### src/rtl/seq_stream_gen_if.sv
// seq_stream_gen_if: operator inputs and serial-bit outputs
// of the stimulus generator, grouped for the port list.
interface seq_stream_gen_if #(
    parameter int WIDTH = 8
);
    localparam int IW = $clog2(WIDTH + 1);

    logic [WIDTH-1:0] sw;
    logic             btn_load;
    logic             rpt;
    logic             x;
    logic             x_vld;
    logic             busy;
    logic [IW-1:0]    bit_idx;

    modport master (
        output sw, btn_load, rpt,
        input  x, x_vld, busy, bit_idx
    );

    modport slave (
        input  sw, btn_load, rpt,
        output x, x_vld, busy, bit_idx
    );
endinterface

### src/rtl/seq_stream_gen.sv
// seq_stream_gen: serial stimulus source for the sequence detector.
// A debounced load latches sw; bits replay MSB-first on prescaled ticks.
module seq_stream_gen #(
    parameter int WIDTH     = 8,
    parameter int TICK_DIV  = 50000000,
    parameter int DB_CYCLES = 1000000
) (
    input  logic            clk,
    input  logic            reset,
    seq_stream_gen_if.slave bus
);
    localparam int IW  = $clog2(WIDTH + 1);
    localparam int PW  = $clog2(TICK_DIV);
    localparam int DBW = $clog2(DB_CYCLES + 1);

    localparam logic [IW-1:0]  LAST_IDX = IW'(WIDTH);
    localparam logic [PW-1:0]  PRE_TOP  = PW'(TICK_DIV - 1);
    localparam logic [DBW-1:0] DB_TOP   = DBW'(DB_CYCLES - 1);

    typedef enum logic [1:0] {
        IDLE  = 2'd0,
        SHIFT = 2'd1,
        DONE  = 2'd2
    } state_t;

    logic             r_sync1;
    logic             r_sync2;
    logic             r_db_level;
    logic [DBW-1:0]   r_db_cnt;
    logic             r_load_pulse;
    logic [PW-1:0]    r_pre;
    state_t           r_state;
    logic             r_x;
    logic             r_x_vld;
    logic [WIDTH-1:0] r_shreg;
    logic [WIDTH-1:0] r_pat;
    logic [IW-1:0]    r_bit_idx;

    logic             w_tick;
    logic [IW-1:0]    w_idx_inc;
    state_t           w_state_nxt;
    logic             w_x_nxt;
    logic             w_x_vld_nxt;
    logic [WIDTH-1:0] w_shreg_nxt;
    logic [WIDTH-1:0] w_pat_nxt;
    logic [IW-1:0]    w_idx_nxt;

    assign w_tick    = (r_pre == PRE_TOP);
    // After a completed pass the index wraps to 1 on the first repeated bit.
    assign w_idx_inc = (r_bit_idx == LAST_IDX) ? IW'(1)
                                               : r_bit_idx + IW'(1);

    // Synchronize the raw button and debounce it; pulse on debounced rise.
    always_ff @(posedge clk or posedge reset) begin
        if (reset) begin
            r_sync1      <= 1'b0;
            r_sync2      <= 1'b0;
            r_db_level   <= 1'b0;
            r_db_cnt     <= '0;
            r_load_pulse <= 1'b0;
        end else begin
            r_sync1      <= bus.btn_load;
            r_sync2      <= r_sync1;
            r_load_pulse <= 1'b0;
            if (r_sync2 != r_db_level) begin
                if (r_db_cnt == DB_TOP) begin
                    r_db_level   <= r_sync2;
                    r_db_cnt     <= '0;
                    r_load_pulse <= r_sync2;
                end else begin
                    r_db_cnt <= r_db_cnt + DBW'(1);
                end
            end else begin
                r_db_cnt <= '0;
            end
        end
    end

    // Bit-period prescaler, realigned to zero by every load.
    always_ff @(posedge clk or posedge reset) begin
        if (reset) begin
            r_pre <= '0;
        end else if (r_load_pulse || w_tick) begin
            r_pre <= '0;
        end else begin
            r_pre <= r_pre + PW'(1);
        end
    end

    // FSM and datapath register stage.
    always_ff @(posedge clk or posedge reset) begin
        if (reset) begin
            r_state   <= IDLE;
            r_x       <= 1'b0;
            r_x_vld   <= 1'b0;
            r_shreg   <= '0;
            r_pat     <= '0;
            r_bit_idx <= '0;
        end else begin
            r_state   <= w_state_nxt;
            r_x       <= w_x_nxt;
            r_x_vld   <= w_x_vld_nxt;
            r_shreg   <= w_shreg_nxt;
            r_pat     <= w_pat_nxt;
            r_bit_idx <= w_idx_nxt;
        end
    end

    // Next-state logic; a load overrides any same-cycle tick.
    always_comb begin
        w_state_nxt = r_state;
        w_x_nxt     = r_x;
        w_x_vld_nxt = 1'b0;
        w_shreg_nxt = r_shreg;
        w_pat_nxt   = r_pat;
        w_idx_nxt   = r_bit_idx;
        if (r_load_pulse) begin
            w_pat_nxt   = bus.sw;
            w_shreg_nxt = bus.sw;
            w_idx_nxt   = '0;
            w_state_nxt = SHIFT;
        end else begin
            unique case (r_state)
                IDLE: begin
                    w_x_nxt = 1'b0;
                end
                SHIFT: begin
                    if (w_tick) begin
                        w_x_nxt     = r_shreg[WIDTH-1];
                        w_x_vld_nxt = 1'b1;
                        w_idx_nxt   = w_idx_inc;
                        w_shreg_nxt = r_shreg << 1;
                        if (w_idx_inc == LAST_IDX) begin
                            if (bus.rpt) begin
                                w_shreg_nxt = r_pat;
                            end else begin
                                w_state_nxt = DONE;
                            end
                        end
                    end
                end
                DONE: begin
                    if (w_tick) begin
                        w_x_nxt     = 1'b0;
                        w_idx_nxt   = '0;
                        w_state_nxt = IDLE;
                    end
                end
                default: begin
                    w_state_nxt = IDLE;
                end
            endcase
        end
    end

    assign bus.x       = r_x;
    assign bus.x_vld   = r_x_vld;
    assign bus.busy    = (r_state != IDLE);
    assign bus.bit_idx = r_bit_idx;
endmodule

### src/flat_wrapper.sv
// flat-port wrapper written by rule: the top's interface ports become plain ports
module seq_stream_gen_flat 
#(
    parameter int WIDTH     = 8,
    parameter int TICK_DIV  = 50000000,
    parameter int DB_CYCLES = 1000000
)
  (clk, reset, bus_sw, bus_btn_load, bus_rpt, bus_x, bus_x_vld, bus_busy, bus_bit_idx);
  seq_stream_gen_if #(.WIDTH(WIDTH)) bus_i ();
  input  logic clk;
  input  logic reset;
  input wire logic [$bits(bus_i.sw)-1:0] bus_sw;
  input wire logic [$bits(bus_i.btn_load)-1:0] bus_btn_load;
  input wire logic [$bits(bus_i.rpt)-1:0] bus_rpt;
  output wire logic [$bits(bus_i.x)-1:0] bus_x;
  output wire logic [$bits(bus_i.x_vld)-1:0] bus_x_vld;
  output wire logic [$bits(bus_i.busy)-1:0] bus_busy;
  output wire logic [$bits(bus_i.bit_idx)-1:0] bus_bit_idx;
  assign bus_i.sw = bus_sw;
  assign bus_i.btn_load = bus_btn_load;
  assign bus_i.rpt = bus_rpt;
  assign bus_x = bus_i.x;
  assign bus_x_vld = bus_i.x_vld;
  assign bus_busy = bus_i.busy;
  assign bus_bit_idx = bus_i.bit_idx;
  seq_stream_gen #(.WIDTH(WIDTH), .TICK_DIV(TICK_DIV), .DB_CYCLES(DB_CYCLES)) u_core (.clk(clk), .reset(reset), .bus(bus_i));
endmodule
### config.mk
export PLATFORM = sky130hd
export DESIGN_NAME = seq_stream_gen_flat
export DESIGN_NICKNAME = d
export VERILOG_FILES = /design/src/rtl/seq_stream_gen_if.sv /design/src/rtl/seq_stream_gen.sv /design/src/flat_wrapper.sv
export SDC_FILE = /design/constraint.sdc
export NUM_CORES = 1
export LEC_CHECK = 0
export BUFFER_PORTS_ARGS = -buffer_cell sky130_fd_sc_hd__buf_2
export CAP_MARGIN = 20
export CORE_ASPECT_RATIO = 0.8
export CORE_MARGIN = 8
export CORE_UTILIZATION = 45
export DETAILED_ROUTE_END_ITERATION = 8
export GPL_TIMING_DRIVEN = 1
export HOLD_SLACK_MARGIN = 0.12
export SLEW_MARGIN = 20
export SYNTH_ARGS = -nofsm -noshare
export SYNTH_HDL_FRONTEND = slang
export SYNTH_SLANG_ARGS = --single-unit
### constraint.sdc
create_clock -name clk -period 2.8 [get_ports clk]
set_clock_uncertainty 0.1 [all_clocks]
set_input_delay 0 -clock clk [delete_from_list [all_inputs] [get_ports clk]]
set_output_delay 0 -clock clk [all_outputs]
set_load 0.005 [all_outputs]
==> results of run 1 <==
==> layer usage <==
layer	share of wire, %	vias to the layer above
li1	-	1358
met1	50	1345
met2	44	45
met3	4.5	9
met4	1.5	0
met5	0	-
==> area by class of cell <==
| type | instances | area, µm² | share of cell area [%] |
|---|---|---|---|
| Tap cell | 112 | 140.1 | 3.261 |
| Clock inverter | 5 | 32.53 | 0.7569 |
| Sequential cell | 74 | 1852 | 43.09 |
| Inverter | 11 | 41.29 | 0.9607 |
| Clock buffer | 10 | 127.6 | 2.969 |
| Multi-Input combinational cell | 272 | 1874 | 43.61 |
| Timing Repair Buffer | 33 | 230.2 | 5.357 |
==> where the power goes <==
part	switching (mW)	total, mW	internal, mW
sequential	0.00438	1.08	1.07
combinational	0.0342	0.0555	0.0214
clock	0.383	0.697	0.315
==> stage by stage <==
| stage | power (mW) | setup WS (ns) | instance area, µm² | hold slack, ns |
|---|---|---|---|---|
| finish | 1.830 | 0.5024 | 4298 | 0.1897 |
| global route | 1.909 | 0.2206 | 4298 | 0.1838 |
| CTS | 1.864 | 0.4681 | 4298 | 0.1688 |
| detailed placement | 1.145 | 0.4995 | 4028 | 0.01918 |
| global placement | 1.144 | 0.6383 | 4028 | 0.02404 |
| floorplan | 1.122 | 0.8034 | 3815 | -0.06857 |
==> critical path, cell delays in order, from the launching register on <==
cell	delay, ns
dfrtp_1	0.47
ha_1	0.27
nor4b_1	0.48
o21ai_1	0.43
mux2i_1	0.21
o31ai_1	0.24
==> kinds of logic after synthesis <==
logic type	synth area share (%)
adder cells (fa/ha/maj)	2.952
XOR/XNOR	9.872
flip-flops	48.54
AO/OA/AOI/OAI	8.298
buffers and inverters	2.328
AND/OR/NAND/NOR	23.55
multiplexers	4.461
==> worst max-delay path by stage <==
stage / startpoint / to / slack [ns] / cells past startpoint
floorplan: u_core.r_pre[10] / u_core.r_shreg[1] / 0.80 / 6
global placement: u_core.r_pre[10] / u_core.r_shreg[7] / 0.64 / 5
detailed placement: u_core.bus.bit_idx[0] / u_core.r_shreg[6] / 0.50 / 5
CTS: u_core.bus.bit_idx[0] / u_core.r_shreg[6] / 0.47 / 5
global route: u_core.bus.bit_idx[0] / u_core.r_shreg[6] / 0.22 / 5
finish: u_core.bus.bit_idx[0] / u_core.r_shreg[6] / 0.50 / 5
==> sequential cells by signal, summed over array words and instances (netlist names) <==
name / flops
u_core.r_state: 2
u_core.r_db_cnt: 20
u_core.r_shreg: 8
u_core.r_sync2: 1
u_core.r_sync1: 1
u_core.r_pre: 26
u_core.r_db_level: 1
u_core.bus.x_vld: 1
u_core.r_load_pulse: 1
u_core.bus.bit_idx: 4
u_core.bus.x: 1
u_core.r_pat: 8
==> what timing repair did <==
item,CTS,global route
buffers inserted,0,0
endpoints found under the hold margin,51,0
gates resized for setup,0,0
hold buffers,11,0
==> layout by cell type, fill, tap and decap left out, types with 4 or more instances in the layout <==
cell type	instances
a22oi_2	7
ha_1	9
mux2i_1	8
nand3b_1	4
inv_1	10
xnor2_1	18
nor2_1	52
nor4b_1	4
a21oi_1	5
nor2b_1	8
o21ai_0	5
dfrtp_1	74
mux2_2	8
clkbuf_8	9
buf_2	18
nand4_1	11
dlygate4sd3_1	11
buf_4	4
and3_1	11
nand3_1	21
nand2_1	18
xor2_1	25
nor3_1	12
o31ai_1	6
==> reports/summary.md, run 1 <==
TritonCTS built the clock tree. Maximum net fanout on the critical path: 8. The core occupancy in the finished layout was 51.35%; the number of flops mapped to enable cells by yosys was 0. For this run, global-route usage on met2 was measured as 20.25%. The logs give 2701 for the number of global-route vias before repair and 0 for the max-slew violation count. The initial utilization of the core area, before any placement, comes to 45.58%. The startpoint identified for the worst hold timing path is bus_btn_load. The first global-routing pass estimated 13290 µm of wire.

The cell area that synthesis handed to floorplanning was 3815 µm². Synthesis produced a netlist whose cell count is 367. The logs give 18.78% for the met1 global-route usage and 19 for the number of I/O pins. After synthesis, the cell types taking the most area are dfrtp_1, xor2_1, nor2_1, xnor2_1, ha_1.

Setup violations remaining at the end of the flow were counted as 0. In this run the register-to-register setup slack is 0.50 ns. Counting flops and latches in the post-synthesis netlist gives 74. Met3 track utilization from global routing: 4.268%. Setup repair after global routing left no endpoint under its margin. After the first detailed-routing iteration, the DRC count stood at 196. The leftover overflow at the end of global routing is 0. The worst path in the final design needs a cycle of 2.298 ns, including I/O delays and setup.

The clock drives 74 sinks. After clock tree synthesis, the clock-pin slew on the worst setup and hold paths is 0.07 ns. Sequential elements use 48.54% of the synthesized area. The total number of yosys warnings came out at 0. In this run the critical register-to-register path is launched from u_core.bus.bit_idx[0]. After filler insertion, the fill cell instance count of the layout stands at 762. The worst-case IR drop observed on VDD is 0.0002665 V. Counting along the longest clock path gives a buffer depth of 2. Each instance of the synthesized netlist takes up on average 10.39 µm². The biggest area contributor in the post-synthesis netlist is dfrtp_1. At the end of routability-driven placement, the weighted congestion stood at 0.7824.

The die span in x works out to 118.9 µm. The final-report hold violation count was 0; the depth of the worst register-to-register path was 5. Setup total negative slack on the finished layout was measured at 0 ns. Number of search-and-repair iterations in the first detailed-routing pass: 4.

The floorplan step defined a die boundary enclosing 11700 µm². After the last flow step, the layout net total stands at 422. The most frequently used cell type in the post-synthesis netlist is dfrtp_1. In this run the static leakage power is 1.999 nW.

Buffers placed on the I/O ports in this run total 18. The endpoint of the worst-slack reg-to-reg timing path was u_core.r_shreg[6]. Power density relative to cell area: 425.9 nW/µm².

The logs give 517 for the final standard cell count with taps included and fillers excluded and 0.35 ns for the later-pin clock latency in the skew report. The cell total after placement came out at 491. The core region is 8371 µm². Category of the worst setup path capture point: a flip-flop.

Across the run, the number of max-cap violations was 0. The cell sitting at the root of the clock tree is a clkbuf_8. The tools report the end of the worst hold path as u_core.r_sync1. Based on the critical path, the design can be clocked at up to 435.2 MHz. The floorplan has 30 rows.

The dominant register cell in the synthesized netlist is dfrtp_1. The fraction of layout instances using a drive strength above 1 is 15.06%. The max-slew headroom at the worst pin came out at 39.54%.

Once detail routing completed, the nets flagged for antenna violations numbered 0. Remaining design rule violation count: 0. Routed length per instance: 14.40 µm. The most heavily used metal layer in global routing was met2. The floorplan step set the die height to 98.36 µm. In this run the number of H-tree levels came out at 3.

The commonest cells after synthesis are dfrtp_1, nor2_1, xor2_1. The final layout contains routed wiring with a total length of 7447 µm. The number of antenna violations at the first check in global routing is 0. After legalization and detailed placement, the total HPWL measured 5128 µm. The repair_antennas step left the layout with diodes totalling 0. The flow ran to the end, and the final reports show no timing, DRC or antenna violations. The net count of the mapped netlist was 388; the area growth from synthesis to layout was 12.66%. For the pin with the worst max-slew slack, the measured transition is 0.9009 ns. Entering global routing, the biggest net connects 39 pins. The number of clock buffers inserted by TritonCTS was 9; the routed via count divided by cell count was 5.333. For the worst setup path, the data arrival time is 2.45 ns.

For the via count, the log shows 2757. The worst hold path was traced through 2 stages. After synthesis, the largest area contributor takes up 48.54% of total cell area. Global routing consumed, over all layers together, 13.94% of the routing resources. Dividing the final minimum period by the clock period gives 82.06%. The tightest min-delay check is of the input port to flip-flop type. The tools report the required time at the endpoint of the critical path as 2.95 ns.

Synthesis instantiated 49 different standard cells from the library. The kind of start point of the critical path is a flip-flop. In the synthesized netlist the async set-or-reset flop fraction comes to 100.0%.

The critical path in this run is classified as flip-flop to flip-flop.
(Power assumes the default switching activity.)
==> run 2, diff against run 1 <==
--- a/config.mk
+++ b/config.mk
@@ -5,6 +5,7 @@
 export SDC_FILE = /design/constraint.sdc
 export NUM_CORES = 1
 export LEC_CHECK = 0
+export ABC_AREA = 1
 export BUFFER_PORTS_ARGS = -buffer_cell sky130_fd_sc_hd__buf_2
 export CAP_MARGIN = 20
 export CORE_ASPECT_RATIO = 0.8
==> constraint.sdc (replaced) <==
create_clock -name clk -period 2.39 [get_ports clk]
set_clock_uncertainty 0.1 [all_clocks]
set_input_delay 0 -clock clk [delete_from_list [all_inputs] [get_ports clk]]
set_output_delay 0 -clock clk [all_outputs]
set_load 0.005 [all_outputs]
==> reports/summary.md, run 2 <==
Number of core rows: 31. The met2 wire length is 4119 µm. For this design the static power due to leakage is 2.232 nW. The die is 124.3 µm wide.

The core region is 9076 µm². After synthesis, the cell types taking the most area are dfrtp_1, nand2_1, nor2_1, inv_1, nand3_1. The via count came out at 3622.

Counting the fill cells in the layout gives 877. The worst setup path is captured at a flip-flop. The register bank with the most flops is u_core.r_pre. The mean instance size in the synthesized netlist was 7.518 µm²; the wire length on met1 was 4816 µm.

In this run the remaining antenna-violating nets after routing total 0. Among all flip-flop cells after synthesis, the most frequent one is dfrtp_1. The synthesized netlist contains 33 unique library cells.

Remaining design rule violation count: 0. Synthesis inferred 74 register bits. Relative to the synthesized area, the layout overhead comes to 13.89%.

The mapped netlist covers 4225 µm². The largest registers in the layout are u_core.r_pre x26, u_core.r_db_cnt x20. Including well taps, the total number of placed cells is 687. Counting every instance in the synthesized netlist gives 562.

For the pin with the worst max-slew slack, the measured transition is 0.6162 ns. Kind of path behind the tightest hold check: input port to flip-flop. Data on the critical path is required at its endpoint by 2.51 ns.

For flop-to-flop paths, the worst setup slack is 0.38 ns. For the worst setup path, the data arrival time is 2.13 ns. The final standard cell count with taps included and fillers excluded is 713. The post-route netlist has 11.87% of its cells at a drive strength greater than 1. The number of buffers added for setup after CTS came out at 0.

The CTS root buffer is clkbuf_16. The power density relative to cell area is 537.7 nW/µm², and the height of the die is 102.7 µm. The worst setup path is launched from a flip-flop. The run gives 19 as the number of I/O pins. The run gives 6849 µm as the HPWL reported at the end of detailed placement. The clock net in this run drives a total of 74 sinks. Largest area contributor in the netlist: dfrtp_1. After detailed routing, the met3 layer carries 496 µm of wire. Max-cap violations in this run came to 0.

The clock period could shrink to 2.014 ns. The Yosys step of the flow raised 0 warnings. The final-report hold violation count is 0.

Initial core utilization: 46.55%. Headroom to the max-slew limit came out at 58.86%. The net count of the mapped netlist is 583. Entering global routing, the biggest net connects 49 pins. The post-route setup TNS is 0 ns, and the later-pin clock latency in the skew report is 0.34 ns. The share of the synthesized area in the top cell type is 43.83%, and the fraction of the cycle the final worst path needs is 84.27%. In this run, CTS created clock tree buffers numbering 9. The tools report the number of global-route vias before repair as 3436. The run finished with clean final reports.

The run gives 0 as the final setup violation count. Input and output buffers added on the ports amount to 18. By startpoint and endpoint, the worst setup path is classified as flip-flop to flip-flop.

TritonCTS built the clock tree. In this run the number of H-tree levels came out at 3. For this run, the detailed router's first-pass iteration total came to 5. The area enclosed by the die boundary was 12770 µm². The tools report the worst voltage drop across the vdd grid as 0.0004659 V. After synthesis, the most frequently instantiated cells are nand2_1, nor2_1, dfrtp_1.

The repair_antennas step left the layout with diodes totalling 0. Setup repair after global routing left no endpoint under its margin. Post-CTS clock slew at the launch and capture registers of the worst setup and hold paths: 0.06 ns. For this run the aggregate overflow at the end of global routing stands at 0.

After detailed routing, the total wire length is 9468 µm. The first global-routing pass estimated 16260 µm of wire. Yosys instantiated no cell more often than nand2_1.

The max-slew violation count came out at 0. The routed length per instance is 13.28 µm, and the violation count after the first detailed-routing iteration is 184. Highest routing layer actually used: met4. The overall fraction of global-route tracks in use was 15.57%; the routed via count divided by cell count was 5.080. The clock passes through at most 2 buffers.

The share of flip-flops with an asynchronous set or reset was 100.0%; the number of flops mapped to enable cells by yosys was 0. Of all nets on the critical path, the largest fanout is 26. Routability-driven placement finished with a final weighted congestion of 0.8935.

In the final design database the tool counted 614 nets. Most common library cell in the layout ignoring fill and taps: nand2_1. The register with the most flip-flops in the layout has 26 of them.

Summing the sequential cell areas from Yosys gives 43.83% of the chip area. The number of antenna violations at the first check in global routing was 0; the fmax was 496.5 MHz. In the layout the commonest cells are nand2_1, nor2_1, dfrtp_1, inv_1, nand3_1.
-- run 2: cell count changes after synthesis, sizes merged, moves of 7 or more --
cell / previous run / this run
a22oi: 7 / 0
and3: 11 / 0
inv: 11 / 64
mux2: 8 / 0
mux2i: 8 / 0
nand2: 18 / 163
nand3: 22 / 48
nor2: 52 / 88
nor2b: 8 / 0
nor3: 12 / 20
o21ai: 6 / 20
o31ai: 9 / 0
xnor2: 18 / 8
xor2: 25 / 15
-- run 2: area by class of cell --
| cell class | count | area [µm²] | share of cell area [%] |
|---|---|---|---|
| Sequential cell | 74 | 1852 | 38.48 |
| Inverter | 66 | 247.7 | 5.148 |
| Timing Repair Buffer | 32 | 232.7 | 4.836 |
| Clock buffer | 12 | 246.5 | 5.122 |
| Tap cell | 115 | 143.9 | 2.990 |
| Multi-Input combinational cell | 410 | 2062 | 42.85 |
| Clock inverter | 4 | 27.53 | 0.5720 |
-- run 2: logic make-up after synthesis --
family                     Yosys count  synth area share (%)
and+or+nand+nor                    348                 37.28
buffers and inverters               78                 7.373
DFF                                 74                 43.83
AOI/OAI and AO/OA                   30                 4.087
xor gates and xnor gates            23                 4.768
adders and majority gates            9                 2.665
-- run 2: per-layer routing --
layer | vias up | GRT usage [%]
li1 | 1842 | -
met4 | 0 | 3.232
met2 | 82 | 24.14
met5 | - | 0
met3 | 2 | 4.933
met1 | 1696 | 20.92
-- run 2: where the power goes --
group | leakage (nW) | switching (mW) | internal [mW]
Clock | 0.125 | 0.521 | 0.729
Combinational | 1.18 | 0.0470 | 0.0284
Sequential | 0.929 | 0.00335 | 1.26
Total | 2.23 | 0.571 | 2.02
-- run 2: worst paths after layout --
| kind | cells after the start | endpoint | start |
|---|---|---|---|
| max reg2reg | 10 | u_core.r_shreg[6] | u_core.r_pre[0] |
| min in group asynchronous | 3 | u_core.r_pat[2] | reset |
| max in group asynchronous | 4 | u_core.r_pre[18] | reset |
| min | 5 | u_core.r_shreg[0] | bus_rpt |
| max | 10 | u_core.r_shreg[6] | u_core.r_pre[0] |
| min reg2reg | 0 | u_core.r_sync2 | u_core.r_sync1 |
-- run 2: through the flow --
stage | hold WS (ns) | utilization (%) | power (mW) | cell area, µm² | worst slack (ns)
after floorplan | -0.06857 | - | 1.323 | 4225 | 0.4084
after global placement | -0.005904 | 48.90 | 1.349 | 4438 | 0.4406
after detailed placement | 0.01034 | 48.90 | 1.351 | 4438 | 0.3763
after CTS | 0.1528 | 53.02 | 2.620 | 4812 | 0.3634
after global routing | 0.1931 | 53.02 | 2.670 | 4812 | 0.1887
final | 0.1585 | 53.02 | 2.588 | 4812 | 0.3758
-- run 2: repair_timing --
action,in CTS,in global routing
hold buffers,10,0
endpoints found under the hold margin,43,0
resized for setup,0,0
-- run 2: critical path, cell delays in order, from the launching register on --
cell	delay, ns
dfrtp_1	0.38
ha_1	0.25
nand2_1	0.10
nor2_2	0.15
nand3_1	0.10
nor2_2	0.13
nand2_2	0.11
nand2_4	0.25
o21ai_4	0.14
nand2_1	0.09
nand3_1	0.08
